### config.mk
export PLATFORM = sky130hd
export DESIGN_NAME = trail_compositor
export DESIGN_NICKNAME = d
export VERILOG_FILES = /design/src/rtl/trail_pkg.sv /design/src/rtl/hit_counter.sv /design/src/rtl/trail_compositor.sv
export SDC_FILE = /design/constraint.sdc
export NUM_CORES = 1
export LEC_CHECK = 0
export BUFFER_PORTS_ARGS = -buffer_cell sky130_fd_sc_hd__clkbuf_2
export CORE_MARGIN = 2
export CORE_UTILIZATION = 40
export CTS_CLUSTER_DIAMETER = 80
export DETAILED_ROUTE_END_ITERATION = 10
export HOLD_SLACK_MARGIN = 0.15
export PLACE_DENSITY = 0.66
export SLEW_MARGIN = 20
export SYNTH_ARGS = -nofsm -noshare
export SYNTH_HDL_FRONTEND = slang
export SYNTH_HIERARCHICAL = 1
export SYNTH_SLANG_ARGS = --single-unit
### constraint.sdc
create_clock -name Clk -period 3.1 [get_ports Clk]
set_input_delay 0.155 -clock Clk [delete_from_list [all_inputs] [get_ports Clk]]
set_output_delay 0.155 -clock Clk [all_outputs]
set_load 0.005 [all_outputs]
### src/rtl/trail_pkg.sv
// Shared types, constants and helpers for the trail compositor.
package trail_pkg;

  localparam int unsigned PIX_W_C    = 4;
  localparam int unsigned MAX_WORD_W = 64;

  typedef logic [PIX_W_C-1:0] color_t;

  localparam color_t TRANSPARENT_C = 4'hF;
  localparam color_t BG_EMPTY_C    = 4'h8;

  // Pull pixel lane 'lane' out of a frame-buffer word; lanes sit on 8-bit strides.
  function automatic color_t lane_extract(input logic [MAX_WORD_W-1:0] word,
                                          input int unsigned lane);
    if ((8 * lane) + PIX_W_C > MAX_WORD_W) begin
      return BG_EMPTY_C;
    end
    return word[8*lane +: PIX_W_C];
  endfunction

endpackage

### src/rtl/hit_counter.sv
// Saturating per-frame hit counter with synchronous clear and threshold compare.
// A clear and an increment in the same cycle restart the count at 1 so the
// coincident hit lands in the new frame.
module hit_counter #(
  parameter int unsigned CNT_W  = 8,
  parameter int unsigned THRESH = 4
) (
  input  logic clk,
  input  logic rst_n,
  input  logic clear,
  input  logic inc,
  output logic above_c
);

  localparam logic [CNT_W-1:0] MAX_C    = '1;
  localparam logic [CNT_W-1:0] THRESH_C = CNT_W'(THRESH);
  localparam logic [CNT_W-1:0] ONE_C    = CNT_W'(1);

  logic [CNT_W-1:0] count;
  logic [CNT_W-1:0] count_next;

  // Next count: clear wins but keeps a coincident hit, otherwise saturate.
  always_comb begin
    count_next = count;
    if (clear) begin
      count_next = inc ? ONE_C : '0;
    end else if (inc && (count != MAX_C)) begin
      count_next = count + ONE_C;
    end
  end

  // Count register.
  always_ff @(posedge clk or negedge rst_n) begin
    if (!rst_n) begin
      count <= '0;
    end else begin
      count <= count_next;
    end
  end

  // Threshold compare on the pre-update count, used by the frame commit.
  assign above_c = (count >= THRESH_C);

endmodule

### src/rtl/trail_compositor.sv
// Three-stage pixel compositor: frame-buffer address, RAM wait, then sprite
// overlay plus per-player collision counting with frame-latched flags.
module trail_compositor
  import trail_pkg::*;
#(
  parameter int unsigned NUM_PLAYERS  = 2,
  parameter int unsigned PIX_W        = 4,
  parameter int unsigned PIX_PER_WORD = 2,
  parameter int unsigned WORD_W       = 16,
  parameter int unsigned H_RES        = 640,
  parameter int unsigned ADDR_W       = 19,
  parameter logic [PIX_W-1:0] TRANSPARENT = PIX_W'(TRANSPARENT_C),
  parameter int unsigned HIT_THRESH   = 4,
  parameter int unsigned CNT_W        = 8
) (
  input  logic                         Clk,
  input  logic                         Reset_n,
  input  logic                         frame_start,
  input  logic                         pix_valid,
  input  logic [9:0]                   DrawX,
  input  logic [9:0]                   DrawY,
  input  logic [NUM_PLAYERS*PIX_W-1:0] sprite_pix,
  input  logic [NUM_PLAYERS*PIX_W-1:0] trail_color,
  output logic [ADDR_W-1:0]            fb_rd_addr,
  input  logic [WORD_W-1:0]            fb_rd_data,
  output logic [PIX_W-1:0]             color_enum,
  output logic                         color_valid,
  output logic [NUM_PLAYERS-1:0]       collided,
  output logic                         collide_strobe
);

  localparam int unsigned SPR_W      = NUM_PLAYERS * PIX_W;
  localparam int unsigned LANE_W     = (PIX_PER_WORD > 1) ? $clog2(PIX_PER_WORD) : 1;
  localparam int unsigned LINE_WORDS = H_RES / PIX_PER_WORD;

  // S0 / S1 pipeline state
  logic              v0, v1;
  logic [LANE_W-1:0] lane0, lane1;
  logic [SPR_W-1:0]  spr0, spr1;

  // Scan-position decode
  logic [31:0]       addr_full_c;
  logic [LANE_W-1:0] lane_c;

  // S2 combinational results
  logic [PIX_W-1:0]       bg_c;
  logic [PIX_W-1:0]       pix_c;
  logic [NUM_PLAYERS-1:0] opaque_c;
  logic [NUM_PLAYERS-1:0] event_c;
  logic [NUM_PLAYERS-1:0] above_c;
  logic                   trail_hit_c;

  // Word address and lane of the current scan position.
  always_comb begin
    addr_full_c = (32'(DrawX) / PIX_PER_WORD) + (32'(DrawY) * LINE_WORDS);
    lane_c      = LANE_W'(32'(DrawX) % PIX_PER_WORD);
  end

  // S0: issue the frame-buffer read and capture lane/sprites alongside it.
  always_ff @(posedge Clk or negedge Reset_n) begin
    if (!Reset_n) begin
      v0         <= 1'b0;
      fb_rd_addr <= '0;
      lane0      <= '0;
      spr0       <= '0;
    end else begin
      v0 <= pix_valid;
      if (pix_valid) begin
        fb_rd_addr <= ADDR_W'(addr_full_c);
        lane0      <= lane_c;
        spr0       <= sprite_pix;
      end
    end
  end

  // S1: hold lane/sprites for the RAM read latency.
  always_ff @(posedge Clk or negedge Reset_n) begin
    if (!Reset_n) begin
      v1    <= 1'b0;
      lane1 <= '0;
      spr1  <= '0;
    end else begin
      v1    <= v0;
      lane1 <= lane0;
      spr1  <= spr0;
    end
  end

  // S2 combinational: background lane, priority overlay, collision events.
  always_comb begin
    bg_c        = PIX_W'(lane_extract(MAX_WORD_W'(fb_rd_data), 32'(lane1)));
    pix_c       = bg_c;
    opaque_c    = '0;
    event_c     = '0;
    trail_hit_c = 1'b0;
    for (int i = 0; i < NUM_PLAYERS; i++) begin
      opaque_c[i] = (spr1[i*PIX_W +: PIX_W] != TRANSPARENT);
      if (bg_c == trail_color[i*PIX_W +: PIX_W]) begin
        trail_hit_c = 1'b1;
      end
    end
    // Walk from highest index down so the lowest opaque player wins.
    for (int i = NUM_PLAYERS - 1; i >= 0; i--) begin
      if (opaque_c[i]) begin
        pix_c = spr1[i*PIX_W +: PIX_W];
      end
    end
    for (int i = 0; i < NUM_PLAYERS; i++) begin
      event_c[i] = v1 && opaque_c[i] &&
                   (trail_hit_c ||
                    ((opaque_c & ~(NUM_PLAYERS'(1) << i)) != '0));
    end
  end

  // S2 register: composited pixel, held when no pixel is in flight.
  always_ff @(posedge Clk or negedge Reset_n) begin
    if (!Reset_n) begin
      color_valid <= 1'b0;
      color_enum  <= '0;
    end else begin
      color_valid <= v1;
      if (v1) begin
        color_enum <= pix_c;
      end
    end
  end

  // One saturating hit counter per player, cleared at each frame boundary.
  for (genvar g = 0; g < NUM_PLAYERS; g++) begin : g_hit
    hit_counter #(
      .CNT_W  (CNT_W),
      .THRESH (HIT_THRESH)
    ) u_hit_counter (
      .clk     (Clk),
      .rst_n   (Reset_n),
      .clear   (frame_start),
      .inc     (event_c[g]),
      .above_c (above_c[g])
    );
  end

  // Frame commit: latch thresholded counts and pulse the strobe.
  always_ff @(posedge Clk or negedge Reset_n) begin
    if (!Reset_n) begin
      collided       <= '0;
      collide_strobe <= 1'b0;
    end else begin
      collide_strobe <= frame_start;
      if (frame_start) begin
        collided <= above_c;
      end
    end
  end

endmodule

After elaboration in Yosys (flattened, before gate mapping)
Cells that the tools add are included.

Add/subtract/negate cells: 4. $mul: 1. Divide/modulo/power cells: 0. $lt $le $gt $ge: 3. Equal/unequal tests: 6. Shift-type cells: 1. Multiplexer cells: 13. Bitwise logic cells: 0. Reduce and logical (&&, ||, !) cells: 10.

Operators by type and width (count): $shiftx 64x5->4 (1); $mux 8 (4); $add 9x19->19 (1); $add 8x1->8 const B (2); $ge 8x3->1 const B (2); $mux 4 (4); $ne 8x8->1 const B (2); $mul 10x3->13 const B (1); $eq 4x4->1 (2); $ne 4x4->1 const B (2); $gt 5x7->1 const B (1); $logic_and 1x1->1 (6); $add 4x3->5 const B (1); $mux 1 (5); $reduce_bool 2->1 (2); $logic_or 1x1->1 (2).

Register bits: 63. Bits in latches: 0. Memory bits (writable): 0. Bits in read-only memories: 0. Logic and storage cells: 51. Memories kept: 0.

Longest topological paths before layout
Gate-level depths: netlist of run 1.

Depth in word-level cells: 12. Depth in mapped cells: 10. Mapped depth without buffers: 9.

Cells and area by module
The synthesis of run 1 kept the hierarchy.

By module, submodules not included: trail_compositor (times used 1, cells each 228, area an instance 2558.7 µm², sequential area each 1176.1 µm²); hit_counter (times used 2, cells each 55, area an instance 534.3 µm², sequential area each 200.2 µm²).

Worst setup path before layout of run 1
No wires, ideal clock.

Kind: register -> register. From: register lane1. To: register g_hit[0].u_hit_counter.count[5]. Arrival time: 2.498 ns. Setup slack: 0.477 ns. Stages on the path, launching flop included: 11. Buffers on the path: 1. Cell sequence: dfrtp_1 buf_2 mux2i_1 xnor2_1 nor4_1 a41oi_1 nor2b_1 nor3b_1 nand4_1 a211oi_2 mux2_2.

Cells in the longest elaborated chain, start to end: 11. Elaborated cells on any way between the ends: 13. Those cells by class: add/sub: 1; order compare: 1; eq/ne: 2; shift: 1; mux: 4; reduce/logical: 4.

Ends and longest elaborated chain: start, declared (line trail_compositor.sv:38) `logic [LANE_W-1:0] lane0, lane1;`; start signal, assigned (line trail_compositor.sv:84) `lane1 <= lane0;`; $add 4x3->5 (line trail_pkg.sv:15) `if ((8 * lane) + PIX_W_C > MAX_WORD_W) begin`; $gt 5x7->1 (line trail_pkg.sv:15); $mux 1 (line trail_pkg.sv:15); $mux 4 * (line trail_pkg.sv:18) `return word[8*lane +: PIX_W_C];`; $eq 4x4->1 (line trail_compositor.sv:98) `if (bg_c == trail_color[i*PIX_W +: PIX_W]) begin`; $mux 1 (line trail_compositor.sv:98); $mux 1 * (line trail_compositor.sv:98); $logic_or 1x1->1 * (line trail_compositor.sv:110) `(trail_hit_c ||`; $logic_and 1x1->1 * (line trail_compositor.sv:109) `event_c[i] = v1 && opaque_c[i] &&`; named net event_c[0] (line trail_compositor.sv:49) `logic [NUM_PLAYERS-1:0] event_c;`; $logic_and 1x1->1 * (line hit_counter.sv:27) `end else if (inc && (count != MAX_C)) begin`; $reduce_bool 2->1 (no source line) *; end signal, assigned (line hit_counter.sv:37) `count <= count_next;`; end, declared (line hit_counter.sv:19) `logic [CNT_W-1:0] count;`.

Mark *: on every way through the listed nets, which the timed path passes. The rest lies on a longest branch. A chain may end at the register's enable or synchronous reset.

Worst setup path after layout of run 1
Same ends and word-level chain as after synthesis.

==> qor.txt, run 1 <==
run status: complete, no violations
critical setup path kind: flop to flop
Unique masters post-synth: 47
Synth top area share: 0.435
DIE HEIGHT: 99.2 um
Synth warnings: 6
Post-CTS Repair Setup Buffers: 0
syn nets: 419
WL/cell: 13.4 um
Slew HR: 0.488
drt first-iter violations: 98
die width: 99.2 um
Core ar.: 8760 um2
Mean Syn Cell Area: 10.7 um2
Max Freq: 377 MHz
Yosys reg bits: 63
top-count cell post-synth: dfrtp_1
Placed Area: 4080 um2
Post-Synthesis Cells: 338
M1 wire length: 3270 um
critical path arrival: 2.88 ns
static leakage: 2.08 nW
share of cells above drive strength 1: 0.315
Commonest cells post-synth: 63 x dfrtp_1, 24 x mux2_2, 23 x ha_1, 21 x inv_1, 20 x nand2_1
Non-Filler Instances: 543
Tightest Pin Transition: 0.768 ns
max layer used: met4
endpoints failing hold: 0
diode count: 0
CP startpoint kind: flop
metal2 WL: 3590 um
Die Area: 9850 um2
clk root buf: clkbuf_8
Storage cell area: 1580 um2
cell taking the most area after synthesis: dfrtp_1
Final Routed Wirelength: 7280 um
post-layout util: 0.508
max_cap viols: 0
synthesized area: 3630 um2
CTS tree: yes
vias per std cell: 5.21
row count: 34
post-route design area: 4450 um2
Reg2Reg Depth: 10
Top FF cell, synth: dfrtp_1
Critical Path Sink Type: flop
GRT Total Usage: 0.155
dpl cells: 510
via count: 2830
clock slew at reported path FFs: 0.08 ns
synthesis-to-layout area growth: 22.8%
required time worst endpoint: 3.33 ns
Post-synth EDFFs: 0
post-route antenna net violation count: 0
Final nets: 511
IO buf count: 74
global-route wire length before repair: 12400 um
Tmin final: 2.65 ns
Num CTS Buffers: 9
Longest Clk Path Bufs: 2
IO Pins: 83
clock sink total: 63
detailed placement HPWL: 5300 um
hold path cells: 3
VDD IR max: 163 uV
# DRC: 0
H-tree depth: 3
Fill cells: 783
# setup viols final: 0
GP Congestion: 0.797
Synth area leaders: dfrtp_1 43%, ha_1 7.9%, mux2_2 7.5%
Initial Util: 0.414
CP Max Fanout: 7
Worst Clk Skew: 0.0137 ns
CP max-delay cell: dfrtp_1
Final Cycle Share: 0.856
setup TNS: 0 ns
Power Dens Cells: 494 nW/um2
DR WL met3: 268 um
RSZ-0062 raised after global routing: no
Min-Delay Path Class: input pin to flop
Multi-input gate area: 1880 um2
Async SR Flop Fraction: 1.00
CP cell instances: mux2i_1 > xnor2_1 > nor4_1 > a41oi_1 > nor2b_1 > nor3b_1 > buf_4 > nand4_1 > a211oi_2 > mux2_2
CP peak stage delay: 0.46 ns
vias in the first global route: 2688
drt first pass iters: 4
Max Slew Vio Count: 0
clk_lat worst skew: 0.35 ns
largest net degree at the start of global routing: 36
antenna violations before repair: 0
sequential fraction of the synthesis area: 0.435
GR Overflow Total: 0
## state kept, by name, indices dropped and copies added (netlist names), 2 cells and up
register and count:
spr1 8, color_enum 4, spr0 8, g_hit.u_hit_counter/count 16, collided 2, fb_rd_addr 19
## area by class of cell
| cell class | instances | share of cell area |
|---|---|---|
| sequential | 63 | 0.354 |
| multi-input combinational | 239 | 0.422 |
| clock buffer | 9 | 0.0278 |
| clock inverter | 7 | 0.0180 |
| tap | 108 | 0.0303 |
| inverter | 21 | 0.0177 |
| timing repair buffer | 96 | 0.130 |
## critical path: cells and delay by family (launching register included)
kind / cells / cell delay [ns]
XOR/XNOR: 1 / 0.11
multiplexers: 2 / 0.72
buffers and inverters: 1 / 0.18
AO/OA/AOI/OAI: 2 / 0.32
AND/OR/NAND/NOR: 4 / 0.75
flip-flops: 1 / 0.46
## per-stage QoR
step | hold slack, ns | setup slack [ns] | power [mW]
4_1_cts | 0.194 | 0.416 | 2.23
5_1_grt | 0.209 | 0.198 | 2.34
6_report | 0.200 | 0.447 | 2.20
3_3_place_gp | 0.128 | 0.372 | 1.46
3_5_place_dp | 0.137 | 0.352 | 1.48
2_1_floorplan | -0.141 | 0.477 | 1.29
## power by group
| part | internal (mW) | switching, mW | leakage, nW |
|---|---|---|---|
| Clock | 0.379 | 0.346 | 0.0964 |
| Combinational | 0.249 | 0.245 | 1.21 |
| Sequential | 0.915 | 0.0655 | 0.772 |
| Total | 1.54 | 0.657 | 2.08 |
## logic make-up after synthesis
group / count (synthesis) / share of synthesized area
and+or+nand+nor: 95 / 0.152
muxes: 30 / 0.0911
DFF: 63 / 0.435
adders and majority gates: 25 / 0.0904
xor gates and xnor gates: 23 / 0.0576
AOI/OAI and AO/OA: 66 / 0.128
buffers and inverters: 36 / 0.0466
## routing by layer
layer  up-vias  global-route usage
met5         -                   0
met3        14              0.0316
li1       1394                   -
met1      1361               0.195
met4         0              0.0695
met2        61               0.257
## cells in the final DEF (no fill, tap or decap), drive strengths merged, types with 6 or more instances in the layout
master,count
xor2,11
dfrtp,63
and4,7
o21ai,16
inv,23
clkbuf,83
mux2,24
nor2b,9
nand3,11
nand2,20
dlygate4sd3,17
nor2,15
xnor2,12
a31oi,6
a21oi,17
mux2i,6
ha,23
## final timing paths
check	startpoint	to	slack [ns]
max	lane1$_DFF_PN0_	g_hit[0].u_hit_counter/count[5]$_DFFE_PN0P_	0.45
max in group asynchronous	Reset_n	fb_rd_addr[13]$_DFFE_PN0P_	2.09
max reg2reg	lane1$_DFF_PN0_	g_hit[0].u_hit_counter/count[5]$_DFFE_PN0P_	0.45
min in group asynchronous	Reset_n	color_enum[3]$_DFFE_PN0P_	0.28
min	DrawX[7]	fb_rd_addr[6]$_DFFE_PN0P_	0.20
min reg2reg	v0$_DFF_PN0_	v1$_DFF_PN0_	0.35
## what timing repair did
item | CTS | global route
gates resized for setup | 0 | 0
endpoints found under the hold margin | 33 | 0
hold buffers | 17 | 0
Power figures use the tool's default switching activity.
==> run 2: changes to the inputs <==
CORE_UTILIZATION = 54   (was 40)
PLACE_DENSITY = 0.84   (was 0.66)
==> qor.txt, run 2 (synthesis gave the netlist of run 1 again) <==
run status: complete, no violations
P_sw: 623 uW
internal power: 1.49 mW
static leakage: 2.06 nW
drt first pass iters: 4
DR WL met3: 245 um
metal2 WL: 4120 um
critical path arrival: 2.97 ns
share of cells above drive strength 1: 0.312
Placed Area: 4030 um2
post-layout util: 0.682
antenna violations before repair: 0
Tightest Pin Transition: 0.947 ns
CP Max Fanout: 7
endpoints failing hold: 0
Power Dens Cells: 482 nW/um2
Flop pwr share: 0.465
RSZ-0062 raised after global routing: no
Worst Clk Skew: 0.0102 ns
# DRC: 0
VDD IR max: 218 uV
WP buf/inv: 0
# setup viols final: 0
GR Overflow Total: 0
H-tree depth: 3
CP cell instances: mux2i_1 > xnor2_1 > nor4_1 > a41oi_1 > a21oi_1 > nand4_1 > a211oi_2 > mux2_2
Top Registers: fb_rd_addr x19, g_hit.u_hit_counter/count x16
largest net degree at the start of global routing: 40
Final Cycle Share: 0.889
CP max-delay cell: a21oi_1
M1 wire length: 3090 um
vias per std cell: 5.69
IO buf count: 74
global-route wire length before repair: 12300 um
Longest Clk Path Bufs: 2
Num CTS Buffers: 9
synthesis-to-layout area growth: 20.8%
vias in the first global route: 2820
Final Routed Wirelength: 7570 um
Final nets: 509
clk_lat worst skew: 0.33 ns
critical path's top delay family: compound AO/OA/AOI/OAI gates
critical setup path kind: flop to flop
via count: 2901
clk root buf: clkbuf_8
Critical Path Sink Type: flop
max layer used: met4
Gate power share: 0.236
Max Slew Vio Count: 0
post-route antenna net violation count: 0
switch share: 0.295
clock sink total: 63
detailed placement HPWL: 5470 um
clock slew at reported path FFs: 0.06 ns
GRT Total Usage: 0.210
Non-Filler Instances: 510
most frequent cells in the layout: 74 x clkbuf_2, 63 x dfrtp_1, 24 x mux2_2
setup TNS: 0 ns
die width: 86.0 um
Initial Util: 0.565
row count: 29
Die Area: 7390 um2
Top reg by flops: fb_rd_addr
IO Pins: 83
number of flip-flops in the largest register: 19
drt first-iter violations: 151
CTS tree: yes
Slew HR: 0.368
most common cell after layout, fill and taps aside: clkbuf_2
Tmin final: 2.76 ns
Max Freq: 363 MHz
required time worst endpoint: 3.31 ns
post-route design area: 4380 um2
Post-CTS Resized: 0
diode count: 0
WL/cell: 14.8 um
dpl cells: 477
Pwr Total: 2.11 mW
Fill cells: 453
CP startpoint kind: flop
Min-Delay Path Class: input pin to flop
DIE HEIGHT: 86.0 um
Core ar.: 6420 um2
max_cap viols: 0
Clock Power Share: 0.298
GP Congestion: 0.870
CP peak stage delay: 0.50 ns
==> run 2: cell type report <==
| cell class | instances | area (um2) | area share |
|---|---|---|---|
| multi-input combinational | 239 | 1880 | 0.430 |
| clock buffer | 11 | 151 | 0.0346 |
| timing repair buffer | 94 | 563 | 0.129 |
| clock inverter | 5 | 32.5 | 0.00743 |
| tap | 77 | 96.3 | 0.0220 |
| sequential | 63 | 1580 | 0.360 |
| inverter | 21 | 78.8 | 0.0180 |
==> run 2: stage by stage <==
stage / worst slack, ns / hold slack [ns]
4_1_cts: 0.342 / 0.192
5_1_grt: 0.112 / 0.205
6_report: 0.345 / 0.212
2_1_floorplan: 0.477 / -0.141
3_3_place_gp: 0.414 / 0.330
3_5_place_dp: 0.305 / 0.346
==> run 2: worst reg2reg max path, delay by kind of cell (launching register included) <==
kind / cells / cell delay [ns]
flip-flops: 1 / 0.44
AO/OA/AOI/OAI: 3 / 0.84
multiplexers: 2 / 0.76
XOR/XNOR: 1 / 0.11
AND/OR/NAND/NOR: 2 / 0.50
==> run 2: final timing paths <==
kind,start,end,slack [ns],cells past startpoint
setup / recovery,lane1$_DFF_PN0_,g_hit[1].u_hit_counter/count[5]$_DFFE_PN0P_,0.34,8
setup reg to reg,lane1$_DFF_PN0_,g_hit[1].u_hit_counter/count[5]$_DFFE_PN0P_,0.34,8
max in group asynchronous,Reset_n,fb_rd_addr[7]$_DFFE_PN0P_,1.84,3
hold reg to reg,spr0[0]$_DFFE_PN0P_,spr1[0]$_DFF_PN0_,0.37,0
hold / removal,DrawX[7],fb_rd_addr[6]$_DFFE_PN0P_,0.21,3
min in group asynchronous,Reset_n,lane0$_DFFE_PN0P_,0.50,2
==> run 2: power groups by stage <==
stage | sequential, mW | combinational [mW] | clock (mW)
after CTS | 0.982 | 0.504 | 0.651
after floorplan | 0.983 | 0.308 | 0
final | 0.984 | 0.499 | 0.631
after detailed placement | 0.996 | 0.483 | 0
after global placement | 0.991 | 0.459 | 0
after global routing | 0.994 | 0.552 | 0.689
==> run 2: what timing repair did <==
item | 4_1_cts | 5_1_grt
setup buffers | 0 | 0
endpoints found under the setup margin | 0 | 0
hold buffers | 17 | 0
hold endpoints to repair | 53 | 0
==> run 2: metal layers <==
| layer | GRT usage | up-vias |
|---|---|---|
| met5 | 0 | - |
| met3 | 0.0385 | 10 |
| li1 | - | 1396 |
| met1 | 0.247 | 1423 |
| met2 | 0.378 | 72 |
| met4 | 0.0823 | 0 |
==> run 3: changes to the inputs <==
CTS_CLUSTER_SIZE = 16   (was default)
clock period = 2.7 ns   (was 3.1 ns; I/O delays follow)
==> qor.txt, run 3 (synthesis gave the netlist of run 1 again) <==
r2r setup slk: 0.18 ns
vias per std cell: 5.74
# DRC: 0
DR WL met3: 315 um
diode count: 0
IO Pins: 83
H-tree depth: 3
Core ar.: 6420 um2
Top Registers: fb_rd_addr x19, g_hit.u_hit_counter/count x16
Max Freq: 397 MHz
run status: complete, no violations
most frequent cells in the layout: 73 x clkbuf_2, 62 x dfrtp_1, 24 x mux2_2
GRT Total Usage: 0.230
vias in the first global route: 3006
via count: 2966
clk root buf: clkbuf_8
post-route design area: 4530 um2
CP peak stage delay: 0.48 ns
Fill cells: 471
GP Congestion: 0.792
CP cell instances: mux2i_4 > buf_4 > xor2_1 > a41oi_2 > nor2b_2 > nor3b_2 > buf_4 > and4_1 > buf_4 > o21bai_1 > a31oi_1
post-route antenna net violation count: 0
M1 wire length: 3310 um
Longest Clk Path Bufs: 2
setup TNS: 0 ns
row count: 29
antenna violations before repair: 0
Tmin final: 2.52 ns
Final nets: 516
Worst Clk Skew: 0.00459 ns
Placed Area: 4080 um2
Num CTS Buffers: 9
max layer used: met4
global-route wire length before repair: 13500 um
detailed placement HPWL: 5630 um
die width: 86.0 um
VDD IR max: 266 uV
Critical Path Sink Type: flop
GR Overflow Total: 0
Max Slew Vio Count: 0
critical path arrival: 2.76 ns
endpoints failing hold: 0
DIE HEIGHT: 86.0 um
IO buf count: 74
required time worst endpoint: 2.94 ns
CP startpoint kind: flop
Top reg by flops: fb_rd_addr
CP Max Fanout: 6
drt first-iter violations: 164
Final Routed Wirelength: 8150 um
critical setup path kind: flop to flop
CP max-delay cell: dfrtp_2
Min-Delay Path Class: input pin to flop
Power Dens Cells: 586 nW/um2
RSZ-0062 raised after global routing: no
Initial Util: 0.565
# setup viols final: 0
number of flip-flops in the largest register: 19
clock sink total: 63
metal2 WL: 4170 um
largest net degree at the start of global routing: 44
most used cell, CP: buf_4
Multi-input gate area: 1940 um2
max_cap viols: 0
Storage cell area: 1580 um2
Die Area: 7390 um2
WL/cell: 15.8 um
clock slew at reported path FFs: 0.07 ns
static leakage: 2.12 nW
clk_lat worst skew: 0.32 ns
Final Cycle Share: 0.933
most common cell after layout, fill and taps aside: clkbuf_2
share of cells above drive strength 1: 0.341
drt first pass iters: 4
Tightest Pin Transition: 0.942 ns
Slew HR: 0.372
synthesis-to-layout area growth: 25.0%
CTS tree: yes
Post-CTS Repair Setup Buffers: 0
==> run 3: worst max-delay path, delay by kind of cell (launching register included) <==
kind / cells / cell delay [ns]
xor+xnor: 1 / 0.18
flops: 1 / 0.48
simple gates: 3 / 0.64
mux: 1 / 0.28
compound gates: 3 / 0.38
buf+inv: 3 / 0.45
==> run 3: metal layers <==
| layer | track usage | vias to the layer above |
|---|---|---|
| li1 | - | 1412 |
| met1 | 0.277 | 1429 |
| met2 | 0.390 | 95 |
| met3 | 0.0423 | 30 |
| met4 | 0.120 | 0 |
| met5 | 0 | - |
==> run 3: per-stage QoR <==
| stage | worst slack [ns] | hold slack [ns] | utilization | power, mW | instances |
|---|---|---|---|---|---|
| 2_1_floorplan | 0.0772 | -0.161 | - | 1.48 | 338 |
| 3_3_place_gp | 0.105 | 0.334 | 0.635 | 1.69 | 484 |
| 3_5_place_dp | 0.0276 | 0.341 | 0.635 | 1.72 | 484 |
| 4_1_cts | 0.000256 | 0.185 | 0.696 | 2.65 | 517 |
| 5_1_grt | 0.00347 | 0.183 | 0.706 | 2.79 | 517 |
| 6_report | 0.181 | 0.192 | 0.706 | 2.66 | 517 |
==> run 3: report_power, final <==
part           internal (mW)  switching [mW]  leakage, nW  total [mW]
combinational          0.308           0.308         1.24       0.615
sequential              1.05          0.0831        0.771        1.14
clock                  0.570           0.335        0.114       0.905
total                   1.93           0.726         2.12        2.66
==> run 3: final timing paths <==
path / from / cells after the start / to
setup / recovery: lane1$_DFF_PN0_ / 11 / g_hit[0].u_hit_counter/count[3]$_DFFE_PN0P_
hold / removal: DrawX[7] / 3 / fb_rd_addr[6]$_DFFE_PN0P_
setup reg to reg: lane1$_DFF_PN0_ / 11 / g_hit[0].u_hit_counter/count[3]$_DFFE_PN0P_
hold reg to reg: v0$_DFF_PN0_ / 0 / v1$_DFF_PN0_
max in group asynchronous: Reset_n / 3 / fb_rd_addr[10]$_DFFE_PN0P_
min in group asynchronous: Reset_n / 2 / spr1[1]$_DFF_PN0_
==> run 3: area by class of cell <==
type                            count  area share
Timing Repair Buffer              101       0.136
Clock buffer                       13      0.0350
Sequential cell                    63       0.348
Clock inverter                      3      0.0143
Tap cell                           77      0.0212
Multi-Input combinational cell    239       0.428
Inverter                           21      0.0174
==> run 3: timing repair <==
action / 4_1_cts / 5_1_grt
endpoints found under the setup margin: 0 / 14
gates resized for setup: 0 / 12
endpoints found under the hold margin: 57 / 0
hold buffers: 17 / 0
